File: src/rtl/paddle_ctrl_if.sv
// Bundle between the paddle controller and its neighbours: frame strobe, buttons,
// VGA pixel coordinates, paddle positions/pixel mask, plus debounce debug taps.
interface paddle_ctrl_if;
    // refr_tick is a one-cycle strobe with no handshake; every other signal is a level.
    logic       refr_tick;
    logic       hold;
    logic       btn_up_l;
    logic       btn_dn_l;
    logic       btn_up_r;
    logic       btn_dn_r;
    logic [9:0] pixel_x;
    logic [9:0] pixel_y;
    logic [9:0] paddle_y_l;
    logic [9:0] paddle_y_r;
    logic       paddle_on;
    logic [11:0] paddle_rgb;
    // Bit order for both debug buses: {dn_r, up_r, dn_l, up_l}.
    logic [3:0] dbg_deb_lvl;
    logic [3:0] dbg_deb_busy;

    modport master (
        output refr_tick, hold, btn_up_l, btn_dn_l, btn_up_r, btn_dn_r, pixel_x, pixel_y,
        input  paddle_y_l, paddle_y_r, paddle_on, paddle_rgb, dbg_deb_lvl, dbg_deb_busy
    );

    modport slave (
        input  refr_tick, hold, btn_up_l, btn_dn_l, btn_up_r, btn_dn_r, pixel_x, pixel_y,
        output paddle_y_l, paddle_y_r, paddle_on, paddle_rgb, dbg_deb_lvl, dbg_deb_busy
    );
endinterface

File: src/rtl/paddle_ctrl.sv
// Button synchronise/debounce, per-frame paddle movement with screen clamping,
// and the paddle pixel mask for the VGA mixer.
module paddle_ctrl #(
    parameter int          DEB_CYCLES   = 250000,
    parameter int          PADDLE_H     = 50,
    parameter int          PADDLE_W     = 10,
    parameter int          PADDLE_X_L   = 20,
    parameter int          PADDLE_X_R   = 600,
    parameter int          PADDLE_STEP  = 4,
    parameter int          SCREEN_H     = 480,
    parameter int          Y_START      = 215,
    parameter logic [11:0] PADDLE_COLOR = 12'hFFF
) (
    input logic          clk,
    input logic          rstn,
    paddle_ctrl_if.slave bus
);

    localparam int             CW       = $clog2(DEB_CYCLES) + 1;
    localparam logic [CW-1:0]  CNT_LAST = CW'(DEB_CYCLES - 1);
    localparam logic [CW-1:0]  CNT_ONE  = CW'(1);
    localparam logic [9:0]     Y_INIT   = 10'(Y_START);
    localparam logic [9:0]     Y_MAX    = 10'(SCREEN_H - PADDLE_H);
    localparam logic [9:0]     Y_DN_LIM = 10'(SCREEN_H - PADDLE_H - PADDLE_STEP);
    localparam logic [9:0]     STEP     = 10'(PADDLE_STEP);
    localparam logic [10:0]    XL_LO    = 11'(PADDLE_X_L);
    localparam logic [10:0]    XL_HI    = 11'(PADDLE_X_L + PADDLE_W);
    localparam logic [10:0]    XR_LO    = 11'(PADDLE_X_R);
    localparam logic [10:0]    XR_HI    = 11'(PADDLE_X_R + PADDLE_W);
    localparam logic [10:0]    H11      = 11'(PADDLE_H);

    typedef enum logic {ST_STABLE, ST_CHANGING} deb_state_t;

    logic [3:0]    w_raw;
    logic [3:0]    r_sync1;
    logic [3:0]    r_sync2;
    logic [3:0]    r_deb;
    logic [3:0]    w_deb_nxt;
    deb_state_t    r_state     [4];
    deb_state_t    w_state_nxt [4];
    logic [CW-1:0] r_cnt       [4];
    logic [CW-1:0] w_cnt_nxt   [4];
    logic [9:0]    r_y_l;
    logic [9:0]    r_y_r;

    assign w_raw = {bus.btn_dn_r, bus.btn_up_r, bus.btn_dn_l, bus.btn_up_l};

    always_ff @(posedge clk or negedge rstn) begin
        if (!rstn) begin
            r_sync1 <= '0;
            r_sync2 <= '0;
            r_deb   <= '0;
            for (int i = 0; i < 4; i++) begin
                r_state[i] <= ST_STABLE;
                r_cnt[i]   <= '0;
            end
        end else begin
            r_sync1 <= w_raw;
            r_sync2 <= r_sync1;
            r_deb   <= w_deb_nxt;
            for (int i = 0; i < 4; i++) begin
                r_state[i] <= w_state_nxt[i];
                r_cnt[i]   <= w_cnt_nxt[i];
            end
        end
    end

    // The commit fires on the cycle whose incremented count would reach DEB_CYCLES-1,
    // so a new level must be seen for exactly DEB_CYCLES consecutive cycles.
    always_comb begin
        w_deb_nxt = r_deb;
        for (int i = 0; i < 4; i++) begin
            w_state_nxt[i] = r_state[i];
            w_cnt_nxt[i]   = '0;
            case (r_state[i])
                ST_STABLE: begin
                    if (r_sync2[i] != r_deb[i]) w_state_nxt[i] = ST_CHANGING;
                end
                ST_CHANGING: begin
                    if (r_sync2[i] == r_deb[i]) begin
                        w_state_nxt[i] = ST_STABLE;
                    end else if (r_cnt[i] + CNT_ONE == CNT_LAST) begin
                        w_deb_nxt[i]   = r_sync2[i];
                        w_state_nxt[i] = ST_STABLE;
                    end else begin
                        w_cnt_nxt[i] = r_cnt[i] + CNT_ONE;
                    end
                end
                default: w_state_nxt[i] = ST_STABLE;
            endcase
        end
    end

    function automatic logic [9:0] f_move(input logic [9:0] y, input logic up, input logic dn);
        logic [9:0] res;
        res = y;
        if (up && !dn)      res = (y < STEP) ? 10'd0 : y - STEP;
        else if (dn && !up) res = (y > Y_DN_LIM) ? Y_MAX : y + STEP;
        return res;
    endfunction

    always_ff @(posedge clk or negedge rstn) begin
        if (!rstn) begin
            r_y_l <= Y_INIT;
            r_y_r <= Y_INIT;
        end else if (bus.refr_tick && !bus.hold) begin
            r_y_l <= f_move(r_y_l, r_deb[0], r_deb[1]);
            r_y_r <= f_move(r_y_r, r_deb[2], r_deb[3]);
        end
    end

    logic [10:0] w_px;
    logic [10:0] w_py;
    logic [10:0] w_yl;
    logic [10:0] w_yr;
    logic        w_on_l;
    logic        w_on_r;

    // Widened to 11 bits so y + PADDLE_H cannot wrap near the bottom edge.
    assign w_px   = {1'b0, bus.pixel_x};
    assign w_py   = {1'b0, bus.pixel_y};
    assign w_yl   = {1'b0, r_y_l};
    assign w_yr   = {1'b0, r_y_r};
    assign w_on_l = (w_px >= XL_LO) && (w_px < XL_HI) && (w_py >= w_yl) && (w_py < w_yl + H11);
    assign w_on_r = (w_px >= XR_LO) && (w_px < XR_HI) && (w_py >= w_yr) && (w_py < w_yr + H11);

    assign bus.paddle_on  = w_on_l || w_on_r;
    assign bus.paddle_y_l = r_y_l;
    assign bus.paddle_y_r = r_y_r;
    assign bus.paddle_rgb = PADDLE_COLOR;

    always_comb begin
        bus.dbg_deb_lvl  = r_deb;
        bus.dbg_deb_busy = '0;
        for (int i = 0; i < 4; i++) bus.dbg_deb_busy[i] = (r_state[i] == ST_CHANGING);
    end

endmodule

File: src/flat_wrapper.sv
// flat-port wrapper written by rule: the top's interface ports become plain ports
module paddle_ctrl_flat 
#(
    parameter int          DEB_CYCLES   = 250000,
    parameter int          PADDLE_H     = 50,
    parameter int          PADDLE_W     = 10,
    parameter int          PADDLE_X_L   = 20,
    parameter int          PADDLE_X_R   = 600,
    parameter int          PADDLE_STEP  = 4,
    parameter int          SCREEN_H     = 480,
    parameter int          Y_START      = 215,
    parameter logic [11:0] PADDLE_COLOR = 12'hFFF
)
  (clk, rstn, bus_refr_tick, bus_hold, bus_btn_up_l, bus_btn_dn_l, bus_btn_up_r, bus_btn_dn_r, bus_pixel_x, bus_pixel_y, bus_paddle_y_l, bus_paddle_y_r, bus_paddle_on, bus_paddle_rgb, bus_dbg_deb_lvl, bus_dbg_deb_busy);
  paddle_ctrl_if bus_i ();
  input logic clk;
  input logic rstn;
  input wire logic [$bits(bus_i.refr_tick)-1:0] bus_refr_tick;
  input wire logic [$bits(bus_i.hold)-1:0] bus_hold;
  input wire logic [$bits(bus_i.btn_up_l)-1:0] bus_btn_up_l;
  input wire logic [$bits(bus_i.btn_dn_l)-1:0] bus_btn_dn_l;
  input wire logic [$bits(bus_i.btn_up_r)-1:0] bus_btn_up_r;
  input wire logic [$bits(bus_i.btn_dn_r)-1:0] bus_btn_dn_r;
  input wire logic [$bits(bus_i.pixel_x)-1:0] bus_pixel_x;
  input wire logic [$bits(bus_i.pixel_y)-1:0] bus_pixel_y;
  output wire logic [$bits(bus_i.paddle_y_l)-1:0] bus_paddle_y_l;
  output wire logic [$bits(bus_i.paddle_y_r)-1:0] bus_paddle_y_r;
  output wire logic [$bits(bus_i.paddle_on)-1:0] bus_paddle_on;
  output wire logic [$bits(bus_i.paddle_rgb)-1:0] bus_paddle_rgb;
  output wire logic [$bits(bus_i.dbg_deb_lvl)-1:0] bus_dbg_deb_lvl;
  output wire logic [$bits(bus_i.dbg_deb_busy)-1:0] bus_dbg_deb_busy;
  assign bus_i.refr_tick = bus_refr_tick;
  assign bus_i.hold = bus_hold;
  assign bus_i.btn_up_l = bus_btn_up_l;
  assign bus_i.btn_dn_l = bus_btn_dn_l;
  assign bus_i.btn_up_r = bus_btn_up_r;
  assign bus_i.btn_dn_r = bus_btn_dn_r;
  assign bus_i.pixel_x = bus_pixel_x;
  assign bus_i.pixel_y = bus_pixel_y;
  assign bus_paddle_y_l = bus_i.paddle_y_l;
  assign bus_paddle_y_r = bus_i.paddle_y_r;
  assign bus_paddle_on = bus_i.paddle_on;
  assign bus_paddle_rgb = bus_i.paddle_rgb;
  assign bus_dbg_deb_lvl = bus_i.dbg_deb_lvl;
  assign bus_dbg_deb_busy = bus_i.dbg_deb_busy;
  paddle_ctrl #(.DEB_CYCLES(DEB_CYCLES), .PADDLE_H(PADDLE_H), .PADDLE_W(PADDLE_W), .PADDLE_X_L(PADDLE_X_L), .PADDLE_X_R(PADDLE_X_R), .PADDLE_STEP(PADDLE_STEP), .SCREEN_H(SCREEN_H), .Y_START(Y_START), .PADDLE_COLOR(PADDLE_COLOR)) u_core (.clk(clk), .rstn(rstn), .bus(bus_i));
endmodule
File: config.mk
export PLATFORM = sky130hd
export DESIGN_NAME = paddle_ctrl_flat
export DESIGN_NICKNAME = d
export VERILOG_FILES = /design/src/rtl/paddle_ctrl_if.sv /design/src/rtl/paddle_ctrl.sv /design/src/flat_wrapper.sv
export SDC_FILE = /design/constraint.sdc
export NUM_CORES = 1
export LEC_CHECK = 0
export CAP_MARGIN = 5
export CORE_ASPECT_RATIO = 1.4
export CORE_MARGIN = 4
export CORE_UTILIZATION = 63
export DETAILED_ROUTE_END_ITERATION = 12
export GPL_TIMING_DRIVEN = 1
export MAX_ROUTING_LAYER = met4
export PLACE_DENSITY = 0.84
export SYNTH_ARGS = -nofsm -noshare
export SYNTH_HDL_FRONTEND = slang
export SYNTH_SLANG_ARGS = --single-unit
File: constraint.sdc
create_clock -name clk -period 4.75 [get_ports clk]
set_input_delay 0.95 -clock clk [delete_from_list [all_inputs] [get_ports clk]]
set_output_delay 0.95 -clock clk [all_outputs]
set_load 0.03 [all_outputs]
==> impl_metrics.ini <==
[outcome]
status = completed

[worst_setup_path]
ff2ff_path_depth = 8
reg2reg_to = u_core.r_cnt[69]
path_buf_inv = 1
cp_data_arrival_time_ns = 3.66
worstPathRequired_ns = 3.80
crit_family = compound AO/OA/AOI/OAI gates
timing.rr.start = u_core.r_cnt[57]
crit_path_end_kind = primary output
cpPeakStageDelay_ns = 0.67
crit_chain = ha_1 > nand2_1 > nand2_1 > nand3_1 > xnor2_1 > ha_1 > a21o_1 > a21oi_1 > o21ai_0 > a21oi_1 > a32o_1 > clkdlybuf4s50_1
critPathLaunchType = flip-flop
path_class = flip-flop to primary output
slowest_stage = clkdlybuf4s50_1
reg2reg_slack_ns = 2.13
worstPathMaxFanout = 11

[clocking]
ctsResizeCount = 0
insertion_delay_ns = 0.35
hold_buffers = 0
cts_tree = yes
cts_max_level = 3
root_buffer = clkbuf_16
cts.path.max_buffers = 2
cts-buffers-inserted = 9
clk_pin_slew_ns = 0.06
cts_setup_buffers = 0
clock-sinks = 112

[synth]
synth.avg_cell_area_um2 = 9.01
synth_xor_area_share_pct = 9.17
synth_fa_ha_area_share_pct = 9.19
ys_types = 80
syn_inst = 846
synth_compound_area_share_pct = 13.3
synth_simple_gate_area_share_pct = 25.1
ys_seq_area_share_pct = 37.0
netlist_area_mm2 = 0.00762
synth_mux_area_share_pct = 1.46
yosys_warnings = 0
ys_seq_elements = 112
synth_top_family_by_area = simple AND/OR/NAND/NOR gates
synth-edff-count = 0
synthArstFlopShare_pct = 100
yosys_most_used_dff = dfrtp_1

[timing]
finalMaxSlewViolations = 0
max_freq_mhz = 217
setup_viol = 0
period_minus_slack_ns = 4.61
maxSlewHeadroom_pct = 30.5
fin_skew_ns = 0.00646
grt_setup_unrepaired = no
tightest_slew_ns = 1.04
finalCritPeriodShare_pct = 97.0
hold_violations = 0
fin_tns_setup_ns = 0

[floorplanning]
die_w_um = 101
dieArea_mm2 = 0.0140
initial_utilization_pct = 64.5
core_mm2 = 0.0118
top_level_ports = 69
fp.dieH_um = 138
placementRows = 47

[min_path]
min-delay-path-class = flip-flop to flip-flop
hold_path_end = u_core.r_sync2[1]
min_from = u_core.r_sync1[1]
hold_depth = 0

[place]
hpwl_um = 12700
place_congestion = 0.929
dpl-instance-area_mm2 = 0.00819
port-buffer-count = 55

[drt]
viasPerCell = 6.24
first_iter_violations = 300
wire_per_inst_um = 16.6
postRouteWirelength_um = 17200
via_count = 6457
drc = 0
antenna_left = 0
drt_pre_antenna_iters = 5

[power]
p_switching_mw = 0.470
swShare_pct = 24.6
p_per_area_mw_per_mm2 = 226
pwr-share-clk_pct = 38.1
p_leak_nw = 3.55
combPwrFrac_pct = 10.4
p_int_mw = 1.44
pwr-share-seq_pct = 51.5
ir_drop_mv = 0.150

[job]
cap_violations = 0

[finish]
nets = 967
fillers = 893
drive_above_1_share_pct = 7.21
syn_to_final_growth_pct = 11.2
fin_util_pct = 71.7
fin_area_mm2 = 0.00848
n_antenna_cell = 0

[global_route]
antenna_found_initial = 0
overflow = 0
grt_max_degree = 85
grt_pass1_vias = 6465
grt_pass1_wl_um = 29400
grt_util_all_layers_pct = 26.1
[how the worst max path moves through the flow]
| stage | end | from | cells after the start | slack, ns |
|---|---|---|---|---|
| 6_report | bus_paddle_on | u_core.bus.paddle_y_r[2] | 12 | 0.14 |
| 5_1_grt | bus_paddle_on | u_core.bus.paddle_y_r[2] | 12 | 0.006 |
| 4_1_cts | bus_paddle_on | bus_pixel_y[1] | 10 | 0.15 |
| 3_5_place_dp | bus_paddle_on | bus_pixel_y[1] | 10 | 0.17 |
| 3_3_place_gp | bus_paddle_on | bus_pixel_y[1] | 10 | 0.26 |
| 2_1_floorplan | bus_paddle_on | u_core.bus.paddle_y_r[4] | 11 | 1.34 |
[cells by family after synthesis]
logic type | after synthesis
compound gates | 158
xor+xnor | 79
fa+ha+maj | 56
buf+inv | 82
flops | 112
mux | 10
other cells | 1
simple gates | 348
[power groups by stage]
stage / combinational [mW] / clock [mW] / sequential [mW]
2_1_floorplan: 0.115 / 0 / 1.01
3_3_place_gp: 0.191 / 0 / 1.00
3_5_place_dp: 0.198 / 0 / 1.00
4_1_cts: 0.199 / 0.739 / 0.986
5_1_grt: 0.222 / 0.787 / 0.988
6_report: 0.199 / 0.728 / 0.986
[layout by cell type (no fill, tap or decap), drive strengths merged, types with 33 or more instances in the layout]
cell type / instances
a21oi: 45
nand2: 54
o21ai: 39
clkdlybuf4s50: 54
xnor2: 39
xor2: 40
nor3: 33
nand3: 44
ha: 56
inv: 39
dfrtp: 100
nor2: 103
[Yosys cell counts, types with 21 or more instances]
| master | n | area [um2] |
|---|---|---|
| nor2_1 | 103 | 387 |
| dfrtp_1 | 100 | 2500 |
| ha_1 | 56 | 701 |
| nand2_1 | 54 | 203 |
| a21oi_1 | 45 | 225 |
| nand3_1 | 40 | 200 |
| xnor2_1 | 39 | 342 |
| xor2_1 | 39 | 342 |
| inv_1 | 38 | 143 |
| o21ai_0 | 38 | 190 |
| nand4_1 | 22 | 138 |
| nor3_1 | 22 | 110 |
| clkbuf_1 | 21 | 78.8 |
[registers in the layout, summed over array words and instances (netlist names)]
signal,flops
u_core.r_sync1,4
u_core.bus.dbg_deb_busy,4
u_core.bus.paddle_y_r,10
u_core.r_cnt,76
u_core.r_sync2,4
u_core.bus.paddle_y_l,10
u_core.bus.dbg_deb_lvl,4
[area by class of cell]
cell class / count / area (um2) / share of cell area (%)
Clock buffer: 14 / 274 / 3.23
Clock inverter: 2 / 12.5 / 0.148
Inverter: 40 / 150 / 1.77
Multi-Input combinational cell: 663 / 4480 / 52.8
Sequential cell: 112 / 2820 / 33.2
Tap cell: 147 / 184 / 2.17
Timing Repair Buffer: 57 / 563 / 6.64
[routing by layer]
layer / GRT usage (%) / vias to the layer above / share of wire (%)
met5: - / - / 0
met4: 9.66 / 0 / 3.2
met3: 3.98 / 58 / 4.7
met2: 44.9 / 216 / 53
met1: 30.5 / 3112 / 39
li1: - / 3071 / -
[metrics by stage]
step	setup WS, ns	power [mW]	instances	hold WS (ns)
5_1_grt	0.00592	2.00	1035	0.369
3_3_place_gp	0.263	1.19	1019	0.335
3_5_place_dp	0.170	1.20	1019	0.338
2_1_floorplan	1.34	1.12	857	0.331
4_1_cts	0.152	1.92	1035	0.357
6_report	0.141	1.91	1035	0.356
No activity file was read; power rests on OpenSTA's default activity.
